===== src/rtl/slot_alloc16_pkg.sv =====
// Shared constants and types for the 16-slot allocator.
//   SLOTS     number of managed slots
//   IDX_W     width of a slot index
//   CNT_W     width of the allocated-slot counter (holds 0..SLOTS)
//   slot_idx_t  slot index type
//   popcount16  number of set bits in a 16-bit mask
package slot_alloc16_pkg;

  localparam int SLOTS = 16;
  localparam int IDX_W = 4;
  localparam int CNT_W = 5;

  typedef logic [IDX_W-1:0] slot_idx_t;

  function automatic logic [CNT_W-1:0] popcount16(input logic [SLOTS-1:0] v);
    logic [CNT_W-1:0] n;
    n = '0;
    for (int i = 0; i < SLOTS; i++) begin
      n = n + {{(CNT_W-1){1'b0}}, v[i]};
    end
    return n;
  endfunction

endpackage


===== src/rtl/slot_alloc16_pe16.sv =====
// pe16: 16-input priority encoder, lowest set bit wins.
//   in   request vector
//   bin  index of the lowest set bit (0 when in == 0)
//   vld  at least one bit of in is set
module pe16
  import slot_alloc16_pkg::*;
(
  input  logic [SLOTS-1:0] in,
  output slot_idx_t        bin,
  output logic             vld
);

  always_comb begin
    bin = '0;
    vld = |in;
    // Scan downward so the lowest set bit is the last to be written.
    for (int i = SLOTS - 1; i >= 0; i--) begin
      if (in[i]) bin = IDX_W'(i);
    end
  end

endmodule


===== src/rtl/slot_alloc16.sv =====
// slot_alloc16: allocator for 16 slots, granting the lowest-numbered free slot.
//   clk, rst           clock, asynchronous active-high reset
//   alloc_req          request one slot this cycle
//   alloc_rdy          a free slot exists, alloc_idx is valid
//   alloc_idx          slot granted when alloc_req && alloc_rdy
//   free_vld, free_idx return one slot this cycle
//   free_err           pulse: last cycle's free hit an already-free slot
//   count              number of allocated slots (0..16)
//   full, empty        count == 16 / count == 0, registered
module slot_alloc16
  import slot_alloc16_pkg::*;
#(
  parameter logic [SLOTS-1:0] INIT_FREE = 16'hFFFF
) (
  input  logic             clk,
  input  logic             rst,
  input  logic             alloc_req,
  output logic             alloc_rdy,
  output slot_idx_t        alloc_idx,
  input  logic             free_vld,
  input  slot_idx_t        free_idx,
  output logic             free_err,
  output logic [CNT_W-1:0] count,
  output logic             full,
  output logic             empty
);

  localparam logic [CNT_W-1:0] CNT_INIT = CNT_W'(SLOTS) - popcount16(INIT_FREE);

  logic [SLOTS-1:0] mask;
  logic [SLOTS-1:0] mask_nxt;
  logic [CNT_W-1:0] count_nxt;
  logic             grant;
  logic             free_ok;
  logic             free_bad;

  pe16 u_pe16 (
    .in  (mask),
    .bin (alloc_idx),
    .vld (alloc_rdy)
  );

  assign grant    = alloc_req && alloc_rdy;
  assign free_ok  = free_vld && !mask[free_idx];
  assign free_bad = free_vld &&  mask[free_idx];

  // A valid free always targets an allocated slot and a grant always a free
  // one, so the two updates never touch the same bit.
  always_comb begin
    mask_nxt = mask;
    if (grant)   mask_nxt[alloc_idx] = 1'b0;
    if (free_ok) mask_nxt[free_idx]  = 1'b1;
    count_nxt = count + {{(CNT_W-1){1'b0}}, grant} - {{(CNT_W-1){1'b0}}, free_ok};
  end

  always_ff @(posedge clk or posedge rst) begin
    if (rst) begin
      mask     <= INIT_FREE;
      count    <= CNT_INIT;
      full     <= (CNT_INIT == CNT_W'(SLOTS));
      empty    <= (CNT_INIT == '0);
      free_err <= 1'b0;
    end else begin
      mask     <= mask_nxt;
      count    <= count_nxt;
      full     <= (count_nxt == CNT_W'(SLOTS));
      empty    <= (count_nxt == '0);
      free_err <= free_bad;
    end
  end

endmodule


===== config.mk =====
export PLATFORM = sky130hd
export DESIGN_NAME = slot_alloc16
export DESIGN_NICKNAME = d
export VERILOG_FILES = /design/src/rtl/slot_alloc16_pkg.sv /design/src/rtl/slot_alloc16_pe16.sv /design/src/rtl/slot_alloc16.sv
export SDC_FILE = /design/constraint.sdc
export NUM_CORES = 1
export LEC_CHECK = 0
export ABC_CLOCK_PERIOD_IN_PS = 2900
export BUFFER_PORTS_ARGS = -buffer_cell sky130_fd_sc_hd__buf_4
export CORE_ASPECT_RATIO = 0.6
export CORE_MARGIN = 8
export CORE_UTILIZATION = 50
export DETAILED_ROUTE_END_ITERATION = 12
export PLACE_DENSITY_LB_ADDON = 0.08
export SLEW_MARGIN = 0
export SYNTH_ARGS = -nofsm -noshare
export SYNTH_HDL_FRONTEND = slang
export SYNTH_HIERARCHICAL = 1
export SYNTH_SLANG_ARGS = --single-unit

===== constraint.sdc =====
create_clock -name clk -period 2.9 [get_ports clk]
set_input_delay 0.29 -clock clk [delete_from_list [all_inputs] [get_ports clk]]
set_output_delay 0.29 -clock clk [all_outputs]
set_load 0.01 [all_outputs]

==> results of run 1 <==
[cell type report]
class | count | area, sq um
clock buffer | 4 | 55.1
fill | 226 | 838
inverter | 13 | 51.3
multi-input combinational | 117 | 963
sequential | 24 | 622
tap | 42 | 52.6
timing repair buffer | 46 | 345
[synth_stat cells (all sizes together), types with 3 or more instances]
library cell / count / share of area (%)
o21ai: 34 / 11
or2: 3 / 1.2
nor2: 9 / 2.3
dfstp: 17 / 29
nor4: 4 / 2.0
mux2i: 3 / 1.9
nand3: 3 / 0.96
or3: 3 / 1.2
ha: 5 / 4.0
dfrtp: 7 / 11
or3b: 3 / 2.0
nand2: 7 / 1.7
nand3b: 3 / 1.4
a21oi: 5 / 1.6
mux4: 8 / 12
inv: 13 / 3.1
nand2b: 5 / 2.0
[repair_timing]
item / CTS / global route
resized for setup: 6 / 8
hold buffers: 0 / 0
endpoints found under the setup margin: 3 / 3
pin swaps: 5 / 6
setup buffers: 1 / 4
[critical path: stages (launching register included)]
cell and delay [ns]:
dfstp_2 0.63, mux4_2 0.26, mux2i_1 0.06, mux2_4 0.26
and2_4 0.15, ha_4 0.22, inv_4 0.05, ha_4 0.13
inv_2 0.04, fa_2 0.52, inv_2 0.05, buf_4 0.13
nor4_2 0.14, mux2i_1 0.15, o21ba_2 0.26
[sequential cells by signal, summed over array words and instances, names as in the netlist]
register and count:
full 1, free_err 1, count 5, mask 16, empty 1
[power by group]
part	internal [uW]	leakage (uW)	switching [uW]
Sequential	591	0.000263	182
Combinational	921	0.000585	948
Clock	121	0.0000288	107
[per-stage QoR]
step	instances	worst slack, ns	TNS [ns]	hold slack (ns)	power, uW
after detailed placement	237	-0.235	-0.484	0.514	2350
final	246	-0.198	-0.321	0.191	2870
after global routing	246	-0.332	-0.620	0.266	3030
after global placement	237	-0.161	-0.273	0.512	2310
after CTS	242	-0.129	-0.180	0.216	2660
after floorplan	157	0.00375	0	0.292	1630
[cell families (layout without fill, tap and decap cells)]
kind of cell             after synthesis  count (layout)  synth area share [%]
AO/OA/AOI/OAI                         47              47                  16.4
adder cells (fa/ha/maj)                6               6                  5.27
flip-flops                            24              24                  39.7
buffers and inverters                 16              63                  4.39
multiplexers                          12              12                  14.4
AND/OR/NAND/NOR                       49              49                  18.2
XOR/XNOR                               3               3                  1.68
[per-layer routing]
metal  routed length [microns]  part of all wire [%]
met3                       736                    15
met2                      1970                    41
met4                        41                  0.86
met5                         0                     0
met1                      2020                    42
[placed cells by master (no fill, tap or decap), types with 2 or more instances in the layout]
cell type	n
mux4_2	7
a21oi_1	4
ha_4	2
a31oi_1	2
ha_1	3
and3_1	2
nor2b_1	2
nor2_1	8
inv_2	2
nand2_1	6
nand3_1	3
buf_4	46
clkbuf_8	4
nand2b_1	5
or2_2	3
nor3_1	2
nor4_4	2
o21ai_0	21
o21ai_1	13
dfstp_2	17
nand4_1	2
o31ai_1	2
inv_1	10
mux2i_1	3
or3b_4	2
dfrtp_1	7
or3_1	2
nand3b_1	3
[worst max path at each step]
stage / from / endpoint / slack (ns) / cells after the start
final: mask[7] / empty / -0.20 / 14
after global routing: mask[7] / empty / -0.33 / 14
after CTS: mask[4] / empty / -0.13 / 13
after detailed placement: free_idx[2] / empty / -0.24 / 14
after global placement: free_idx[2] / empty / -0.16 / 14
after floorplan: free_idx[2] / empty / 0.004 / 14
==> flow_metrics.tcl, run 1 <==
set metrics [dict create \
    met1_usage_pct 24.9 \
    num_rows 15 \
    rr_endpoint "empty" \
    synth_edf_count 0 \
    cp-start-kind "flop" \
    post-route-period-util_pct 107 \
    drive_gt1_share_pct 47.5 \
    critPathCaptureType "flop" \
    tightestPinTransition_ns 0.855 \
    gp_congestion 0.957 \
    dp_hpwl_microns 3680 \
    critPathRequiredTime_ns 3.12 \
    wl_microns 4770 \
    syn-mean-instance-area_sq_um 9.98 \
    drt_pass1_iterations 5 \
    drt_iter0_drc 168 \
    grt.total_usage_pct 18.8 \
    grt_use_met3_pct 9.82 \
    core_sq_um 2930 \
    report.final.slew_viol_count 0 \
    numCtsBuffers 3 \
    wl_per_cell_microns 19.4 \
    fin_nets 219 \
    finalCriticalPeriod_ns 3.10 \
    die_h_microns 59.4 \
    grt.overflow.total 0 \
    synth_warnings 6 \
    ir_drop_mv 0.782 \
    io_pins 21 \
    final_cell_area_sq_um 2090 \
    die_x_microns 88.3 \
    grt_setup_unrepaired "yes" \
    grt_use_met2_pct 26.0 \
    grt_busiest_layer "met2" \
    grt_max_degree 25 \
    reg2reg_depth 14 \
    insertedDiodeCount 0 \
    r2r_slack_ns -0.20 \
    worst_ep_arrival_time_ns 3.32 \
    setup_ws_ns -0.198 \
    cts.sink_count 24 \
    synthArstFlopShare_pct 100 \
    cts_max_path_buffers 2 \
    antenna_found_initial 0 \
    port-buffer-count 20 \
    ys_seq_area_share_pct 39.7 \
    clkSlewWorstSetupHoldPaths_ns 0.08 \
    grt_pass1_wl_microns 7400 \
    setup_viol 2 \
    synthCells 157 \
    synth-seq-cells 24 \
    path_class "flop to flop" \
    p_leak_uw 0.000877 \
    fmax_mhz 323 \
    synthDistinctLibCells 40 \
    postLayoutCoreUtil_pct 71.4 \
    hold_class "input port to asynchronous set/reset pin" \
    reg2reg_from "mask[7]" \
    cts_root_buf "clkbuf_8" \
    fp.dieArea_sq_um 5240 \
    cts_tree "done" \
    area_growth_pct 33.4 \
    insertion_delay_ns 0.27 \
    initial_core_util_pct 53.5 \
    status "finished with violations" \
    failed_checks "negative setup slack" \
    finalHoldViolCount 0 \
    drc 0 \
    slew-limit-headroom_pct 42.9 \
    grt_pass1_vias 1426 \
    power_density_nw_per_um2 1370 \
    crit_fanout 6 \
    maxCapViolCount 0 \
    placed_area_sq_um 1930 \
    syn_area_sq_um 1570 \
    htreeDepth 1 \
    yosys_most_used_dff "dfstp_2" \
    vias 1523 \
    via_per_inst 6.19 \
    syn_nets 171 \
    skew_ns 0.00514 \
    final_antenna_net_count 0 \
]
Note: power is estimated with default switching activity, not from simulation.
==> inputs of run 2 (changes only) <==
--- a/config.mk
+++ b/config.mk
@@ -7,9 +7,11 @@
 export LEC_CHECK = 0
 export ABC_CLOCK_PERIOD_IN_PS = 2900
 export BUFFER_PORTS_ARGS = -buffer_cell sky130_fd_sc_hd__buf_4
+export CELL_PAD_IN_SITES_DETAIL_PLACEMENT = 1
+export CELL_PAD_IN_SITES_GLOBAL_PLACEMENT = 1
 export CORE_ASPECT_RATIO = 0.6
 export CORE_MARGIN = 8
-export CORE_UTILIZATION = 50
+export CORE_UTILIZATION = 40
 export DETAILED_ROUTE_END_ITERATION = 12
 export PLACE_DENSITY_LB_ADDON = 0.08
 export SLEW_MARGIN = 0
==> flow_metrics.tcl, run 2 (synthesis gave the netlist of run 1 again) <==
set metrics [dict create \
    hold_class "input port to asynchronous set/reset pin" \
    numCtsBuffers 3 \
    vias 1485 \
    placed_area_sq_um 1960 \
    grt_setup_unrepaired "yes" \
    fp.dieArea_sq_um 6240 \
    finalHoldViolCount 0 \
    path_class "flop to flop" \
    io_pins 21 \
    regMostFlops "mask" \
    num_rows 17 \
    grt.overflow.total 0 \
    cts_max_path_buffers 2 \
    critPathRequiredTime_ns 3.11 \
    cp-start-kind "flop" \
    slew-limit-headroom_pct 40.1 \
    final_cell_area_sq_um 2100 \
    cts.sink_count 24 \
    fin_nets 218 \
    maxCapViolCount 0 \
    wl_microns 5790 \
    ir_drop_mv 0.760 \
    cts_root_buf "clkbuf_8" \
    insertedDiodeCount 0 \
    layout_commonest_cell "buf_4" \
    grt_pass1_vias 1605 \
    grt.total_usage_pct 17.4 \
    setup_ws_ns -0.161 \
    finalCriticalPeriod_ns 3.06 \
    drc 0 \
    layout_common_cells "buf_4, o21ai_0, dfstp_2" \
    status "finished with violations" \
    reg.largest.list "mask x16, count x5" \
    report.final.slew_viol_count 0 \
    clkSlewWorstSetupHoldPaths_ns 0.08 \
    drt_pass1_iterations 4 \
    grt_max_degree 25 \
    drt_iter0_drc 118 \
    critPathCaptureType "flop" \
    insertion_delay_ns 0.26 \
    port-buffer-count 20 \
    gp_congestion 0.873 \
    fmax_mhz 327 \
    largest_reg_flops 16 \
    power_density_nw_per_um2 1400 \
    initial_core_util_pct 42.1 \
    tightestPinTransition_ns 0.897 \
    post-route-period-util_pct 106 \
    cts_tree "done" \
    failed_checks "negative setup slack" \
    p_leak_uw 0.000863 \
    post-place-ws_ns -0.430 \
    final_antenna_net_count 0 \
    dp_hpwl_microns 4420 \
    die_h_microns 64.5 \
    tns_ns -0.268 \
    antenna_found_initial 0 \
    area_growth_pct 34.2 \
    die_x_microns 96.8 \
    via_per_inst 5.94 \
    setup_viol 2 \
    grt_pass1_wl_microns 8570 \
    htreeDepth 1 \
    crit_fanout 4 \
    skew_ns 0.00674 \
    wl_per_cell_microns 23.2 \
    drive_gt1_share_pct 47.3 \
    worst_ep_arrival_time_ns 3.27 \
    core_sq_um 3720 \
]
==> run 2: cell count changes in the layout (fill, tap and decap cells not counted), sizes merged <==
cell / change
buf: -1
==> run 2: area by class of cell <==
| type | count | area, sq um |
|---|---|---|
| clock buffer | 4 | 45.0 |
| fill | 419 | 1620 |
| inverter | 13 | 51.3 |
| multi-input combinational | 117 | 987 |
| sequential | 24 | 622 |
| tap | 47 | 58.8 |
| timing repair buffer | 45 | 338 |
==> run 2: path summary, 6_finish.rpt <==
check,start,end,slack (ns),depth (start not counted)
max,mask[0],empty,-0.16,14
min,rst,full,0.22,2
max reg2reg,mask[0],empty,-0.16,14
min reg2reg,mask[0],mask[0],0.53,2
max in group asynchronous,rst,count[1],2.13,2
min in group clk,free_vld,free_err,0.32,2
==> run 2: where the power goes <==
group | total [uW] | leakage [uW] | switching (uW) | internal (uW)
sequential | 773 | 0.000263 | 182 | 591
combinational | 1970 | 0.000578 | 1060 | 917
clock | 197 | 0.0000228 | 99.5 | 97.9
==> run 2: worst max-delay path, cell delays in order, from the launching register on <==
cell and delay (ns):
dfstp_2 0.40, buf_4 0.13, nor2_1 0.19, nand3_1 0.17
or3_1 0.36, nand2_2 0.12, ha_4 0.21, inv_2 0.06
ha_4 0.13, inv_2 0.04, fa_2 0.54, inv_4 0.05
nor4_4 0.25, mux2i_2 0.12, o21ba_4 0.23
==> run 2: stage by stage <==
step / instances / util, % / total power, uW / hold slack [ns]
global route: 250 / 56.5 / 3130 / 0.271
finish: 250 / 56.5 / 2940 / 0.220
detailed placement: 245 / 52.6 / 2410 / 0.517
floorplan: 157 / - / 1630 / 0.292
CTS: 250 / 54.8 / 2690 / 0.255
global placement: 245 / 52.6 / 2300 / 0.496
==> run 2: repair_timing <==
item,CTS,global route
gates resized for setup,6,11
setup buffers,1,1
hold buffers,0,0
setup endpoints to repair,3,3
pin swaps,5,4
==> run 2: routing by layer <==
metal  wire, microns  up-vias  share of wire [%]  GRT usage [%]
met1            2550      753                 44           23.2
met3             442       10                7.6           4.76
li1                -      667                  -              -
met5               0        -                  0              0
met2            2700       55                 47           27.6
met4              99        0                1.7           4.00
